==> src/rtl/uart_cmd_ctrl.sv <==
// Command sequencer between uart_rx/uart_tx and the firing/ADC logic.
// Decodes one-byte commands, pulses fire or requests the ADC, and answers over uart_tx.
module uart_cmd_ctrl #(
   parameter int unsigned N_CODES     = 6,
   parameter logic [7:0]  ACK_BYTE    = 8'hA5,
   parameter logic [7:0]  NAK_BYTE    = 8'h5A,
   parameter int unsigned TIMEOUT_CYC = 48000
) (
   input  logic        clk,
   input  logic        reset,
   input  logic        rx_done,
   input  logic [7:0]  data_received,
   input  logic        parity_error,
   input  logic        tx_busy,
   output logic        start_tx,
   output logic [7:0]  data_to_tx,
   output logic [2:0]  fire_code,
   output logic        code_valid,
   output logic        fire,
   output logic        adc_req,
   input  logic        adc_done,
   input  logic [11:0] adc_data,
   output logic        busy,
   output logic [7:0]  err_count
);

   typedef enum logic [2:0] {
      S_IDLE, S_DECODE, S_FIRE, S_ADC_WAIT, S_LOAD, S_SEND, S_TXW_HI, S_TXW_LO
   } state_t;

   localparam logic [1:0] OP_SET  = 2'b00;
   localparam logic [1:0] OP_FIRE = 2'b01;
   localparam logic [1:0] OP_ADC  = 2'b10;
   localparam int         TW      = $clog2(TIMEOUT_CYC + 1);

   state_t         r_state;
   state_t         w_next;
   logic [1:0]     r_opcode;
   logic [2:0]     r_code;
   logic           r_perr;
   logic [2:0]     r_fire_code;
   logic           r_code_valid;
   logic [7:0]     r_q0;
   logic [7:0]     r_q1;
   logic [1:0]     r_q_cnt;
   logic [7:0]     r_data_to_tx;
   logic [7:0]     r_err_count;
   logic [TW-1:0]  r_timer;

   logic           w_code_ok;
   logic           w_dec_set;
   logic           w_dec_fire;
   logic           w_dec_adc;
   logic           w_dec_nak;
   logic           w_timeout;
   logic           w_drop;
   logic           w_nak;
   logic           w_tx_to;
   logic           w_waiting;
   logic [8:0]     w_err_sum;

   assign w_code_ok  = ({29'd0, r_code} < N_CODES);
   assign w_dec_set  = !r_perr && (r_opcode == OP_SET) && w_code_ok;
   assign w_dec_fire = !r_perr && (r_opcode == OP_FIRE) && r_code_valid;
   assign w_dec_adc  = !r_perr && (r_opcode == OP_ADC);
   assign w_dec_nak  = !w_dec_set && !w_dec_fire && !w_dec_adc;
   assign w_timeout  = (r_timer == TW'(TIMEOUT_CYC - 1));

   // Error sources can coincide (a dropped byte during a NAK), so they are summed.
   assign w_drop    = rx_done && (r_state != S_IDLE);
   assign w_nak     = ((r_state == S_DECODE) && w_dec_nak) ||
                      ((r_state == S_ADC_WAIT) && !adc_done && w_timeout);
   assign w_tx_to   = (r_state == S_TXW_HI) && !tx_busy && w_timeout;
   assign w_err_sum = {1'b0, r_err_count} + 9'(w_drop) + 9'(w_nak) + 9'(w_tx_to);
   assign w_waiting = ((r_state == S_ADC_WAIT) || (r_state == S_TXW_HI)) && (w_next == r_state);

   assign data_to_tx = r_data_to_tx;
   assign fire_code  = r_fire_code;
   assign code_valid = r_code_valid;
   assign err_count  = r_err_count;

   // NOTE: reset is synchronous; every register clears inside the clocked block.
   always_ff @(posedge clk) begin
      if (!reset) r_state <= S_IDLE;
      else        r_state <= w_next;
   end

   // NOTE: w_next gets a default before the case so no latch is inferred.
   always_comb begin
      w_next = r_state;
      case (r_state)
         S_IDLE:     if (rx_done) w_next = S_DECODE;
         S_DECODE:   if (w_dec_fire)     w_next = S_FIRE;
                     else if (w_dec_adc) w_next = S_ADC_WAIT;
                     else                w_next = S_LOAD;
         S_FIRE:     w_next = S_LOAD;
         S_ADC_WAIT: if (adc_done || w_timeout) w_next = S_LOAD;
         S_LOAD:     if (!tx_busy) w_next = S_SEND;
         S_SEND:     w_next = S_TXW_HI;
         S_TXW_HI:   if (tx_busy || w_timeout) w_next = S_TXW_LO;
         S_TXW_LO:   if (!tx_busy) w_next = (r_q_cnt != 2'd0) ? S_LOAD : S_IDLE;
         default:    w_next = S_IDLE;
      endcase
   end

   always_comb begin
      start_tx = 1'b0;
      fire     = 1'b0;
      adc_req  = 1'b0;
      busy     = 1'b1;
      case (r_state)
         S_IDLE:     busy     = 1'b0;
         S_FIRE:     fire     = 1'b1;
         S_ADC_WAIT: adc_req  = 1'b1;
         S_SEND:     start_tx = 1'b1;
         default:    ;
      endcase
   end

   always_ff @(posedge clk) begin
      if (!reset) begin
         r_opcode     <= 2'd0;
         r_code       <= 3'd0;
         r_perr       <= 1'b0;
         r_fire_code  <= 3'd0;
         r_code_valid <= 1'b0;
         r_q0         <= 8'd0;
         r_q1         <= 8'd0;
         r_q_cnt      <= 2'd0;
         r_data_to_tx <= 8'd0;
         r_err_count  <= 8'd0;
         r_timer      <= '0;
      end else begin
         if ((r_state == S_IDLE) && rx_done) begin
            r_opcode <= data_received[7:6];
            r_code   <= data_received[2:0];
            r_perr   <= parity_error;
         end
         case (r_state)
            S_DECODE: begin
               if (w_dec_set) begin
                  r_fire_code  <= r_code;
                  r_code_valid <= 1'b1;
               end
               if (w_dec_set || w_dec_nak) begin
                  r_q0    <= w_dec_set ? ACK_BYTE : NAK_BYTE;
                  r_q_cnt <= 2'd1;
               end
            end
            S_FIRE: begin
               r_q0    <= ACK_BYTE;
               r_q_cnt <= 2'd1;
            end
            S_ADC_WAIT: begin
               if (adc_done) begin
                  r_q0    <= {4'h0, adc_data[11:8]};
                  r_q1    <= adc_data[7:0];
                  r_q_cnt <= 2'd2;
               end else if (w_timeout) begin
                  r_q0    <= NAK_BYTE;
                  r_q_cnt <= 2'd1;
               end
            end
            S_LOAD: begin
               if (!tx_busy) begin
                  r_data_to_tx <= r_q0;
                  r_q0         <= r_q1;
                  r_q_cnt      <= r_q_cnt - 2'd1;
               end
            end
            default: ;
         endcase
         r_timer     <= w_waiting ? r_timer + TW'(1) : '0;
         r_err_count <= w_err_sum[8] ? 8'hFF : w_err_sum[7:0];
      end
   end

endmodule

==> config.mk <==
export PLATFORM = sky130hd
export DESIGN_NAME = uart_cmd_ctrl
export DESIGN_NICKNAME = d
export VERILOG_FILES = /design/src/rtl/uart_cmd_ctrl.sv
export SDC_FILE = /design/constraint.sdc
export NUM_CORES = 1
export LEC_CHECK = 0
export CORE_AREA = 4 4 99 92
export DETAILED_ROUTE_END_ITERATION = 10
export DIE_AREA = 0 0 103 96
export SKIP_LAST_GASP = 1
export SLEW_MARGIN = 30
export SYNTH_ARGS = -nofsm -noshare
export SYNTH_HDL_FRONTEND = slang
export SYNTH_SLANG_ARGS = --single-unit
==> constraint.sdc <==
create_clock -name clk -period 3.2 [get_ports clk]
set_clock_uncertainty 0.1 [all_clocks]
set_input_delay 0.48 -clock clk [delete_from_list [all_inputs] [get_ports clk]]
set_output_delay 0.48 -clock clk [all_outputs]
set_load 0.005 [all_outputs]
==> flow_summary.yaml <==
synth:
  synth_enable_flop_cells: 0
  syn-instance-count: 384
  syn_nets: 416
  ys_top_cells_by_count: "nand2_1, dfxtp_1, nor2_1"
  netlist.area_leader.share_pct: 39.69
  synth-seq-cells: 63
  synthTopCellsByArea: "dfxtp_1, nand2_1, a21oi_1"
  fraction_of_the_yosys_area_taken_by_sequential_cells_pct: 39.69
  synth_area_leader_cell: "dfxtp_1"
  synth_ff_type: "dfxtp_1"
  netlist_area_um2: 3178
  synthMostInstantiatedCell: "nand2_1"
  proportion_of_synthesized_flip_flops_having_asynchronous_set_or_reset_pct: 0
  syn_avg_cell_area_um2: 8.276
  yosysWarnings: 0
  yosysUniqueCellTypes: 54
cts:
  clock_tree_from_tritoncts: "built"
  worstSkewPairLatency_ps: 340
  cts_htree_levels: 3
  cts_sinks: 63
  ctsRootBufferMaster: "clkbuf_8"
  max-clock-path-buffers: 2
  cts_buffers: 9
  path_clk_slew_ps: 70
  hold_buffers: 0
floorplan:
  die_width_um: 103
  design.portCount: 50
  starting_density_of_the_core_pct: 39.77
  floorplan_core_area_um2: 7990
  die_area_um2: 9888
  rows: 31
  die_y_um: 96
timing:
  finalHoldWorstSlack_ps: 340.7
  final.period_utilization_pct: 92.67
  slew_worst_pin_ps: 831.3
  fmaxAchievable_mhz: 337.2
  timing.slew.headroom_pct: 44.40
  final-setup-viol-count: 0
  setup_tns_ps: 0
  timing.final.hold_violations: 0
  report.final.slew_viol_count: 0
  grt_setup_unrepaired: "false"
  final.min_clock_period_ps: 2966
setup_path:
  crit_path_end_kind: "register"
  critPathMaxFanout: 3
  timing.critical_path.from_type: "register"
  worst-endpoint-required_ps: 3310
  criticalPathCategory: "reg2reg"
  arrival_ps: 3080
cells_and_area:
  n_antenna_cell: 0
  syn_to_final_growth_pct: 29.72
  post-route-util_pct: 51.60
  final_nets: 480
  post_route_cells_drive_above_1_share_pct: 13.91
  filler_cell_count: 818
route:
  route.antenna.remaining_nets: 0
  routed_via_density: 5.283
  vias: 2916
  remaining_drc_errors: 0
  routedLengthMet1_um: 3859
  wl_per_cell_um: 14.22
  totalWireLength_um: 7851
  drt_iter0_drc: 105
  dr.max_layer_used: "met4"
  first_pass_iters: 4
  detailroute.wirelength.met2_um: 3527
  routed-wl-met3_um: 380
power:
  p_leak_nw: 1.627
  areal_power_density_over_the_cells_nw_per_um2: 451.7
  vdd_ir_drop_max_uv: 257.2
global_route:
  grt_pass1_wl_um: 13500
  globalRoute.totalOverflow: 0
  antenna_found_initial: 0
  first_global_vias: 2864
  track_usage_pct: 17.19
  grt_start_max_net_pins: 33
place:
  place_hpwl_um: 5683
  place.port_buffers: 46
  place_congestion: 0.8581
min_path:
  hold_wc_path_type: "reg2reg"
job:
  drv_cap: 0
status:
  status: "complete, no violations"
-- cell type report --
type | count | area [um^2] | share of cell area [%]
well taps | 99 | 123.9 | 3.005
repair buffers | 73 | 663.1 | 16.08
clock inverters | 2 | 60.06 | 1.457
inverters | 10 | 37.54 | 0.9105
multi-input cells | 291 | 1790 | 43.43
flip-flops and latches | 63 | 1265 | 30.68
clock buffers | 14 | 182.7 | 4.431
-- per-layer routing --
metal  vias to the layer above  GRT usage [%]
met5                         -              0
met4                         0          4.854
met3                         6          5.000
met2                        70          26.39
met1                      1365          23.46
li1                       1475              -
-- cell usage in the layout (no fill, tap or decap), drive strengths merged, types with 3 or more instances in the layout --
master         synthesis  layout
a21oi                 32      32
a311oi                 4       4
a31oi                  4       4
and3                   8       8
buf                   10      27
clkbuf                10      14
clkdlybuf4s50          0      46
dfxtp                 63      63
ha                     4       4
inv                   10      10
mux2i                 13      13
nand2                 65      65
nand2b                 5       5
nand3                 30      30
nand4                  4       4
nor2                  38      38
nor3                  11      11
nor4                   7       7
o211ai                 3       3
o21ai                 10      10
xnor2                  8       8
xor2                  11      11
-- per-stage QoR --
| step | cells | power, mW | area (um^2) | setup slack [ps] |
|---|---|---|---|---|
| floorplan | 384 | 0.9704 | 3178 | 286.2 |
| global placement | 535 | 1.048 | 3857 | 95.03 |
| detailed placement | 535 | 1.049 | 3857 | 67.39 |
| CTS | 551 | 1.885 | 4100 | 94.78 |
| global route | 552 | 1.945 | 4123 | 38.66 |
| finish | 552 | 1.862 | 4123 | 234.5 |
-- critical path, stage by stage, from the launching register on --
cell and delay [ps]:
dfxtp_1 350, ha_1 190, nand3_2 90, nor2_1 110, nand4b_1 180, nor3_2 150, buf_4 140, fa_1 410
ha_1 240, fa_1 400, buf_4 160, nand3_1 80, xor2_1 160, a21oi_1 90
-- worst paths after layout --
kind	from	to	slack, ps	depth (start not counted)
worst min-delay path	r_timer[0]	r_timer[0]	340	1
worst max-delay path	r_timer[1]	err_count[4]	230	13
worst max register to register	r_timer[1]	err_count[4]	230	13
worst min register to register	r_timer[0]	r_timer[0]	340	1
-- power by group --
group / switching, mW / internal [mW] / total (mW) / leakage [nW]
combinational: 0.103 / 0.100 / 0.203 / 0.993
sequential: 0.0226 / 0.807 / 0.830 / 0.512
clock: 0.304 / 0.525 / 0.829 / 0.123
-- registers in the layout, summed over array words and instances (netlist names) --
register	cells
r_q0	8
r_q1	8
r_code	3
r_timer	16
r_q_cnt	2
r_opcode	2
fire_code	3
err_count	8
data_to_tx	8
r_perr	1
r_state	3
code_valid	1
-- kinds of logic after synthesis --
family / Yosys count / share of synthesized area [%]
adders and majority gates: 6 / 2.835
xor gates and xnor gates: 19 / 5.236
buffers and inverters: 30 / 4.331
DFF: 63 / 39.69
muxes: 14 / 4.449
and+or+nand+nor: 180 / 27.68
AOI/OAI and AO/OA: 72 / 15.79
-- timing repair --
item                       4_1_cts  5_1_grt
setup endpoints to repair        0        8
resized for setup                0        5
setup buffers                    0        1
Note: power is estimated with default switching activity, not from simulation.
